--- config.mk ---
export PLATFORM = sky130hd
export DESIGN_NAME = imem_arbiter
export DESIGN_NICKNAME = d
export VERILOG_FILES = /design/src/rtl/imem_arbiter.sv
export SDC_FILE = /design/constraint.sdc
export NUM_CORES = 1
export LEC_CHECK = 0
export ABC_AREA = 1
export BUFFER_PORTS_ARGS = -buffer_cell sky130_fd_sc_hd__buf_2
export CORE_MARGIN = 10
export CORE_UTILIZATION = 27
export CTS_CLUSTER_SIZE = 10
export DETAILED_ROUTE_END_ITERATION = 6
export MAX_ROUTING_LAYER = met4
export PLACE_DENSITY = 0.85
export SETUP_SLACK_MARGIN = 0.1
export SLEW_MARGIN = 20
export SYNTH_ARGS = -nofsm -noshare
export SYNTH_HDL_FRONTEND = slang
export SYNTH_SLANG_ARGS = --single-unit
--- constraint.sdc ---
create_clock -name clk -period 1.1 [get_ports clk]
set_input_delay 0.055 -clock clk [delete_from_list [all_inputs] [get_ports clk]]
set_output_delay 0.055 -clock clk [all_outputs]
set_load 0.02 [all_outputs]
--- src/rtl/imem_arbiter.sv ---
// Instruction-memory arbiter: shares one single-port RAM between the core's fetch
// port and a program loader, with bounded loader bursts and address error checks.
module imem_arbiter #(
    parameter int          ADDR_W    = 9,
    parameter int          MAX_BURST = 4,
    parameter logic [31:0] ERR_WORD  = 32'h00000013
) (
    input  logic              clk,
    input  logic              reset_n,
    input  logic              f_req,
    input  logic [31:0]       f_addr,
    output logic              f_gnt,
    output logic              f_rvalid,
    output logic [31:0]       f_rdata,
    output logic              f_err,
    input  logic              l_req,
    input  logic              l_we,
    input  logic [31:0]       l_addr,
    input  logic [31:0]       l_wdata,
    output logic              l_gnt,
    output logic              l_rvalid,
    output logic [31:0]       l_rdata,
    output logic              l_err,
    output logic              m_en,
    output logic              m_we,
    output logic [ADDR_W-1:0] m_addr,
    output logic [31:0]       m_wdata,
    input  logic [31:0]       m_rdata,
    output logic              core_hold
);

    localparam int CNT_W = $clog2(MAX_BURST + 1);

    typedef enum logic [1:0] {IDLE, FETCH, LOAD} state_t;

    state_t           state_reg, state_next;
    logic [CNT_W-1:0] burst_cnt_reg, burst_cnt_next;
    logic             err_reg, err_next;
    logic             we_reg, we_next;

    // Misaligned or beyond the memory's byte range.
    function automatic logic addr_bad(input logic [31:0] a);
        return (a[1:0] != 2'b00) || ((a >> (ADDR_W + 2)) != 32'd0);
    endfunction

    logic f_bad, l_bad, fetch_turn;

    assign f_bad      = addr_bad(f_addr);
    assign l_bad      = addr_bad(l_addr);
    assign fetch_turn = f_req && (burst_cnt_reg == CNT_W'(MAX_BURST));

    // Grants are gated by reset so every output is quiet while reset is held.
    assign l_gnt = reset_n && l_req && !fetch_turn;
    assign f_gnt = reset_n && f_req && !l_gnt;

    always_comb begin
        state_next     = IDLE;
        burst_cnt_next = burst_cnt_reg;
        err_next       = 1'b0;
        we_next        = 1'b0;
        m_en           = 1'b0;
        m_we           = 1'b0;
        m_addr         = '0;
        m_wdata        = '0;

        if (l_gnt) begin
            state_next = LOAD;
            err_next   = l_bad;
            we_next    = l_we;
            m_en       = !l_bad;
            m_we       = l_we && !l_bad;
            m_addr     = l_addr[ADDR_W+1:2];
            m_wdata    = (l_we && !l_bad) ? l_wdata : 32'd0;
        end else if (f_gnt) begin
            state_next = FETCH;
            err_next   = f_bad;
            m_en       = !f_bad;
            m_addr     = f_addr[ADDR_W+1:2];
        end

        // Count loader grants that starve a waiting fetch.
        if (f_gnt || !l_req) begin
            burst_cnt_next = '0;
        end else if (l_gnt && f_req && (burst_cnt_reg != CNT_W'(MAX_BURST))) begin
            burst_cnt_next = burst_cnt_reg + CNT_W'(1);
        end
    end

    always_ff @(posedge clk or negedge reset_n) begin
        if (!reset_n) begin
            state_reg     <= IDLE;
            burst_cnt_reg <= '0;
            err_reg       <= 1'b0;
            we_reg        <= 1'b0;
        end else begin
            state_reg     <= state_next;
            burst_cnt_reg <= burst_cnt_next;
            err_reg       <= err_next;
            we_reg        <= we_next;
        end
    end

    // The state doubles as the response tag: it names last cycle's winner.
    assign f_rvalid  = (state_reg == FETCH);
    assign l_rvalid  = (state_reg == LOAD);
    assign f_err     = f_rvalid && err_reg;
    assign l_err     = l_rvalid && err_reg;
    assign f_rdata   = !f_rvalid ? 32'd0 : (err_reg ? ERR_WORD : m_rdata);
    assign l_rdata   = (l_rvalid && !err_reg && !we_reg) ? m_rdata : 32'd0;
    assign core_hold = (state_reg == LOAD) || l_gnt;

endmodule
==> results.toml <==
[cells_and_area]
synthToLayoutAreaGrowth_pct = 224.7
multi_input_area_mm2 = 0.001846
largest_reg_flops = 3
utilization = 0.9192
layout_common_cells = "buf_2, buf_6, nor2_4, inv_1, nand2_1"
fin_nets = 716
fill_cells = 213
seq_area_um2 = 175.2
drive_gt1_frac = 0.7466
layout_commonest_cell = "buf_2"

[worst_setup_path]
crit_fanout = 10
required_ns = 1.04
path_class = "reg2out"
rr_startpoint = "burst_cnt_reg[1]$_DFFE_PN0P_"
r2r-end = "err_reg$_DFF_PN0_"
worstPathArrival_ns = 1.86
reg2regPathDepth = 10
crit_path_start_kind = "flop"
regToRegSetupSlack_ns = -0.42
cp-end-kind = "output port"

[grt]
grt_max_degree = 21
antenna_found_initial = 3
grt_pass1_wl_um = 18550
grt_usage = 0.2663
first_global_vias = 3384
grt-ovfl-total = 0

[yosys]
synth_compound_area_frac = 0.01903
synth_xor_xnor_area_share = 0.005551
yosysSeqAreaShare = 0.1110
synth_cells = 292
syn_nets = 427
synth_fa_ha_area_frac = 0.01586
synth_area_per_cell_um2 = 5.403
ys_types = 22
synth_top_family_by_area = "simple AND/OR/NAND/NOR gates"
synthMuxAreaShare = 0
yosys.area_share.simple = 0.5948
synth_area_mm2 = 0.001578
synth-seq-cells = 7
ys_warn_count = 0

[sta]
fin_crit_ns = 1.918
slew_headroom = 0.8313
worst_slew_pin_slew_ns = 0.2528
finalSetupViolCount = 121
timing.final.crit_share = 1.744
timing.fmax_ghz = 0.5213
drv_slew = 0
fin_skew_ns = 0.002333
rsz0062_at_grt = "true"
setup_slack_ns = -0.8182
finalHoldViolCount = 0

[die]
dieArea_mm2 = 0.009302
ios = 247
floorplan.initialDensity = 0.2831
die_y_um = 96.45
rows = 27
fp.dieW_um = 96.45
coreArea_mm2 = 0.005574

[clocking]
tritoncts = "built"
h-tree-depth = 1
numCtsBuffers = 3
path_clk_slew_ns = 0.04
clk_latency_ns = 0.24
cts_root_buf = "clkbuf_8"
cts_buffer_depth = 2
clock_sinks = 7

[placed_design]
dpl.hpwl_um = 9632
io_buffers = 246
gp_congestion = 0.9322

[drt]
drc = 0
drt-initial-drc-count = 242
postRouteAntennaNets = 0
drt_wl_total_um = 16740
via_per_inst = 5.278
avgRoutedWirePerCell_um = 25.44
dr.pass1.iters = 5
num_vias = 3473

[run]
drv_cap = 0

[hold_path]
hold_path_class = "in2reg"
min_to = "burst_cnt_reg[2]$_DFFE_PN0P_"
hold_depth = 3
hold_start = "l_req"

[pwr]
p_leak_nw = 2.725
p_per_area_mw_per_mm2 = 435.8
vdd.ir_drop.worst_uv = 388.3
finalPower_mw = 2.233

[run_status]
violations = "setup timing"
status = "finished with violations"
==> logic make-up after synthesis <==
| family | Yosys count |
|---|---|
| DFF | 7 |
| xor gates and xnor gates | 1 |
| AOI/OAI and AO/OA | 6 |
| buffers and inverters | 89 |
| adders and majority gates | 2 |
| and+or+nand+nor | 187 |
==> worst max-delay path, cell delays in order (launching register included) <==
cell and delay, ns:
dfrtp_1 0.41, inv_2 0.11, ha_4 0.15, nand3_4 0.07, nand2_4 0.10, clkinv_4 0.10
nor2_4 0.19, buf_12 0.17, nand2_1 0.09, nand2_2 0.10, buf_6 0.13
==> cell usage after synthesis <==
master | count | area share
nor2_1 | 90 | 0.21
buf_2 | 6 | 0.019
nor2_4 | 1 | 0.0071
o21ai_0 | 2 | 0.0063
nand2_4 | 1 | 0.0071
nand2_2 | 1 | 0.0040
dfrtp_1 | 7 | 0.11
buf_6 | 7 | 0.050
inv_1 | 71 | 0.17
xor2_1 | 1 | 0.0056
nand3_1 | 4 | 0.013
nand2_1 | 51 | 0.12
inv_4 | 1 | 0.0040
a21oi_1 | 4 | 0.013
ha_1 | 2 | 0.016
buf_4 | 1 | 0.0048
nor3_1 | 3 | 0.0095
nand4_1 | 2 | 0.0079
nor3_2 | 29 | 0.18
nor2_2 | 4 | 0.016
nand3_4 | 1 | 0.011
inv_2 | 3 | 0.0071
==> through the flow <==
| step | setup TNS (ns) | instance area, um2 | setup WS, ns | std cells | hold WS (ns) |
|---|---|---|---|---|---|
| final | -59.26 | 5124 | -0.8182 | 658 | 0.1660 |
| after CTS | -48.18 | 4882 | -0.5957 | 645 | 0.2002 |
| after floorplan | -11.88 | 2364 | -0.2721 | 292 | -0.2406 |
| after global placement | -16.75 | 3845 | -0.3396 | 626 | -0.03355 |
| after detailed placement | -18.41 | 3845 | -0.3883 | 626 | -0.02835 |
| after global routing | -62.35 | 5119 | -0.8450 | 656 | 0.1683 |
==> metal layers <==
layer | vias to the layer above | track usage | part of all wire | wire (um)
li1 | 1439 | - | - | -
met1 | 1573 | 0.2568 | 0.30 | 4944
met2 | 354 | 0.5206 | 0.53 | 8836
met3 | 107 | 0.05474 | 0.11 | 1761
met4 | 0 | 0.07143 | 0.072 | 1200
met5 | - | - | 0 | 0
==> timing repair <==
action,4_1_cts,5_1_grt
hold buffers,1,2
pin swaps,13,24
gates cloned,3,3
buffers inserted,15,5
endpoints found under the hold margin,7,3
gates resized for setup,254,34
setup endpoints to repair,121,121
==> how the worst max path moves through the flow <==
stage	from	endpoint	slack, ns
after floorplan	burst_cnt_reg[0]$_DFFE_PN0P_	m_wdata[10]	-0.27
after global placement	burst_cnt_reg[1]$_DFFE_PN0P_	m_wdata[11]	-0.34
after detailed placement	burst_cnt_reg[0]$_DFFE_PN0P_	m_wdata[5]	-0.39
after CTS	burst_cnt_reg[0]$_DFFE_PN0P_	m_wdata[5]	-0.60
after global routing	burst_cnt_reg[1]$_DFFE_PN0P_	m_addr[8]	-0.84
final	burst_cnt_reg[1]$_DFFE_PN0P_	m_addr[2]	-0.82
==> area by class of cell <==
type | count | area share
timing repair buffer | 298 | 0.5189
multi-input combinational | 196 | 0.3602
inverter | 75 | 0.05739
sequential | 7 | 0.03419
tap | 72 | 0.01758
clock buffer | 4 | 0.008791
antenna | 6 | 0.002930
==> where the power goes <==
part	leakage, nW	internal, mW	switching (mW)	total [mW]
combinational	2.61	0.689	0.862	1.55
sequential	0.0929	0.271	0.0140	0.285
clock	0.0228	0.254	0.142	0.396
total	2.72	1.21	1.02	2.23
(Power assumes the default switching activity.)
